==> src/rtl/status_reg.sv <==
// rtl/status_reg.sv - Jac1-8 processor status (flag) register
//
// Purpose:
//   Holds the CPU flag bits. On cycles where the current instruction updates
//   flags, the register loads either the ALU flag outputs or the decoder's
//   explicit flag values. The registered value is the status bus read by the
//   decoder/sequencer.
//
// Ports:
//   clk                      in   1              rising-edge clock
//   res_n                    in   1              synchronous reset, active-high despite the name
//   wr_en                    in   1              1 = load selected source this edge, 0 = hold
//   sel_stat_in_alu_decoder  in   1              1 = alu_status, 0 = dec_status
//   alu_status               in   NumStatusBits  ALU flag results
//   dec_status               in   NumStatusBits  decoder flag set/clear values
//   status                   out  NumStatusBits  registered flag contents

module status_reg #(
  parameter int NumStatusBits = 6
) (
  input  logic                     clk,
  input  logic                     res_n,
  input  logic                     wr_en,
  input  logic                     sel_stat_in_alu_decoder,
  input  logic [NumStatusBits-1:0] alu_status,
  input  logic [NumStatusBits-1:0] dec_status,
  output logic [NumStatusBits-1:0] status
);

  // 2:1 source mux; only consulted on write cycles, so the unselected bus
  // never reaches the register.
  logic [NumStatusBits-1:0] load_value;

  always_comb begin
    load_value = dec_status;
    if (sel_stat_in_alu_decoder) begin
      load_value = alu_status;
    end
  end

  // Reset outranks any pending write in the same cycle.
  always_ff @(posedge clk) begin
    if (res_n) begin
      status <= '0;
    end else if (wr_en) begin
      status <= load_value;
    end
  end

endmodule

==> config.mk <==
export PLATFORM = sky130hd
export DESIGN_NAME = status_reg
export DESIGN_NICKNAME = d
export VERILOG_FILES = /design/src/rtl/status_reg.sv
export SDC_FILE = /design/constraint.sdc
export NUM_CORES = 1
export LEC_CHECK = 0
export CORE_AREA = 2 2 39 41
export DETAILED_ROUTE_END_ITERATION = 7
export DIE_AREA = 0 0 41 43
export GPL_ROUTABILITY_DRIVEN = 0
export PLACE_DENSITY = 0.64
export SLEW_MARGIN = 20
export SYNTH_ARGS = -nofsm -noshare
export SYNTH_HDL_FRONTEND = slang
export SYNTH_SLANG_ARGS = --single-unit
==> constraint.sdc <==
create_clock -name clk -period 0.8 [get_ports clk]
set_input_delay 0.16 -clock clk [delete_from_list [all_inputs] [get_ports clk]]
set_output_delay 0.16 -clock clk [all_outputs]
set_load 0.02 [all_outputs]
## Yosys cells after proc, flatten, opt, wreduce, memory -nomap -nowiden

Cells that the tools add are included.

| word-level totals | value |
|---|---|
| bits in registers | 6 |
| input bits | 16 |
| output and inout port bits | 6 |
| logic and storage cells | 2 |

| cells by class | value |
|---|---|
| muxes and demuxes | 1 |

Operators with widths:

| operator | number |
|---|---|
| 6-bit two-way mux | 1 |

## Logic depth before layout (Yosys ltp)

| logic depth | value |
|---|---|
| depth after elaboration | 1 |
| depth in mapped cells | 3 |
| mapped depth without buffers | 2 |

## Worst setup path after synthesis

Ideal clock, no wire load.

| timing | value |
|---|---|
| path kind | reg-to-reg |
| from | register, netlist name status[4] |
| to | register status[4] |
| setup time | 86 ps |
| arrival | 664 ps |
| required time | 714 ps |
| slack | 50 ps |
| cell stages (with the launch flop) | 3 |
| path buffers | 0 |
| clock period less this slack | 750 ps |
| path through | dfxtp_1 > nor2_1 > a211oi_1 |

RTL lines:

| item | line | text |
|---|---|---|
| end signal, assigned | 46 | `status <= load_value;` |
| end, declared | 27 | `output logic [NumStatusBits-1:0] status` |

## Worst setup path in the final report

| timing | value |
|---|---|
| from | register status[3] |
| to | output status[3] |

No word-level cell between the ends.

==> impl_metrics.yaml <==
logic_synthesis:
  synth.top_cell.area_share_pct: 45.1
  synth-seq-area-share_pct: 45.1
  synth.net_count: 42
  post_synth.cell_area_avg_um2: 10.3
  syn_area_um2: 267
  synthCells: 26
  yosys_register_bits: 6
  number_of_warnings_issued_by_yosys: 0
  post-synth-top-area-cell: "dfxtp_1"
  post_synth_main_area_contributors: "dfxtp_1, mux2i_1, a211oi_1"
  synthDistinctLibCells: 6
cells_and_area:
  final_net_count: 74
  mostFrequentLayoutCell: "clkdlybuf4s50_1"
  num_antenna_cells: 0
  final_core_utilization_pct: 42.1
  largest_register_ffs: 6
  flow.area_growth_from_synthesis_pct: 119
  mostFrequentLayoutCells: "clkdlybuf4s50_1, buf_6, mux2i_1, nor2_1, dfxtp_2"
  final_layout_size_suffix_gt1_share_pct: 42.9
  post-route-cell-area_um2: 583
critical_path:
  cp-end-kind: "output pin"
  timing.critical_path.fanout_max: 2
  crit_chain: "buf_6"
  worstSetupStartpoint: "status[3]$_SDFFE_PP0P_"
  type_of_the_worst_setup_path: "reg2out"
  critical_path.n_buffers_inverters: 1
  timing.critical_path.from_type: "flip-flop"
  cp.required_ns: 0.64
  path_delay_family: "flip-flops"
  worst-endpoint-arrival_ns: 0.69
  timing.critical_path.slowest_stage_cell: "dfxtp_2"
  critical_path.reg2reg.startpoint: "status[4]$_SDFFE_PP0P_"
  crit_path_max_incr_delay_ns: 0.33
drt:
  detail_route.first_pass.iterations: 1
  route.detailed.drc: 0
  detail_route.vias_per_cell: 4.21
  drt-initial-drc-count: 0
  antenna_left: 0
  aggregate_routed_wire_length_um: 765
  avgRoutedWirePerCell_um: 10.6
  dr_total_vias: 303
timing:
  hold-worst-slack_ns: 0.471
  final-hold-violation-count: 0
  timing_max_transition_violations_final: 0
  worst-slew-pin-transition_ns: 0.246
  max_freq_mhz: 1180
  setup_repair_after_global_routing_missed_its_margin: "yes"
  report.final.setup_viol: 6
  slew_headroom_pct: 83.6
  post_route_clock_skew_ns: 0
  setup_ws_ns: -0.0496
  min_period_ns: 0.850
  fin_tns_setup_ns: -0.275
  layout_worst_path_cycle_share_pct: 106
clocking:
  cts_htree_levels: 1
  worstSkewPairLatency_ns: 0.24
  clock_sink_count: 6
  clk_transition_reported_paths_ns: 0.05
  cts-root-to-sink-buffers: 2
  cts_tree: "built"
  clock_tree_root_driver_cell: "clkbuf_4"
  cts_hold_buffers: 0
  cts_buffers: 3
placement:
  io_buffers: 21
  dpl-instance-area_um2: 523
global_route:
  antenna_violations_before_repair: 0
  number_of_global_route_vias_before_repair: 299
  global_route.overflow_total: 0
  grt_first_pass_wirelength_mm: 1.26
  grt_use_total_pct: 11.3
  grt_start_max_net_pins: 7
die:
  floorplan.die.width_um: 41
  floorplan.initialDensity_pct: 19.3
  coreArea_um2: 1380
  number_of_rows_in_the_core_area: 14
  floorplan.die_area_um2: 1760
  chipHeight_um: 43
  boundaryPins: 22
run:
  drv.max_cap_violation_count: 0
power:
  post-layout-total-power_w: 0.000881
  leakagePower_nw: 0.259
  irDropWorstVdd_mv: 0.574
  pwr_density_cell_nw_per_um2: 1510
outcome:
  status: "complete, but fails checks"
  violations: "setup timing"
hold_path:
  min-delay-path-class: "in2reg"
  hold_path_startpoint: "wr_en"
repair_timing:
| action | 4_1_cts | 5_1_grt |
|---|---|---|
| cloned | 1 | 0 |
| buffers inserted | 0 | 1 |
| setup endpoints to repair | 12 | 7 |
| gates resized for setup | 46 | 1 |
| pin swaps | 0 | 1 |
power by group:
part,total (W),internal (W),switching [W]
Clock,0.000290,0.000170,0.000119
Sequential,0.000342,0.000327,0.0000150
Combinational,0.000249,0.000159,0.0000901
Total,0.000881,0.000657,0.000224
cell families after synthesis:
family | after synthesis | share of synthesized area, %
compound gates | 6 | 16.9
buf+inv | 2 | 7.04
simple gates | 6 | 8.45
mux | 6 | 22.5
flops | 6 | 45.1
final timing paths:
path                            end  slack, ns  cells past startpoint
min reg2reg  status[2]$_SDFFE_PP0P_       0.49                      2
max                       status[3]      -0.05                      1
min          status[5]$_SDFFE_PP0P_       0.47                      3
max reg2reg  status[4]$_SDFFE_PP0P_       0.04                      3
synthesized netlist by cell type:
library cell and instances:
clkbuf_4 1, a211oi_1 6, mux2i_1 6, nor2_1 6, buf_6 1, dfxtp_1 6
layer usage:
metal | vias up | track usage (%) | wire length, um
met5 | - | 0 | 0
met4 | 0 | 6.00 | 0
met3 | 0 | 4.71 | 56
met2 | 12 | 15.3 | 396
met1 | 135 | 14.6 | 312
li1 | 156 | - | -
cell type report:
| type | instances | area [um^2] |
|---|---|---|
| well taps | 16 | 20.0 |
| clock buffers | 3 | 22.5 |
| flip-flops and latches | 6 | 128 |
| fillers | 142 | 801 |
| multi-input cells | 18 | 133 |
| repair buffers | 29 | 280 |
per-stage QoR:
| stage | setup WS, ns | instances |
|---|---|---|
| 2_1_floorplan | 0.0504 | 26 |
| 5_1_grt | -0.0786 | 72 |
| 3_5_place_dp | -0.398 | 67 |
| 6_report | -0.0496 | 72 |
| 4_1_cts | -0.0623 | 71 |
| 3_3_place_gp | -0.383 | 67 |
(Power assumes the default switching activity.)
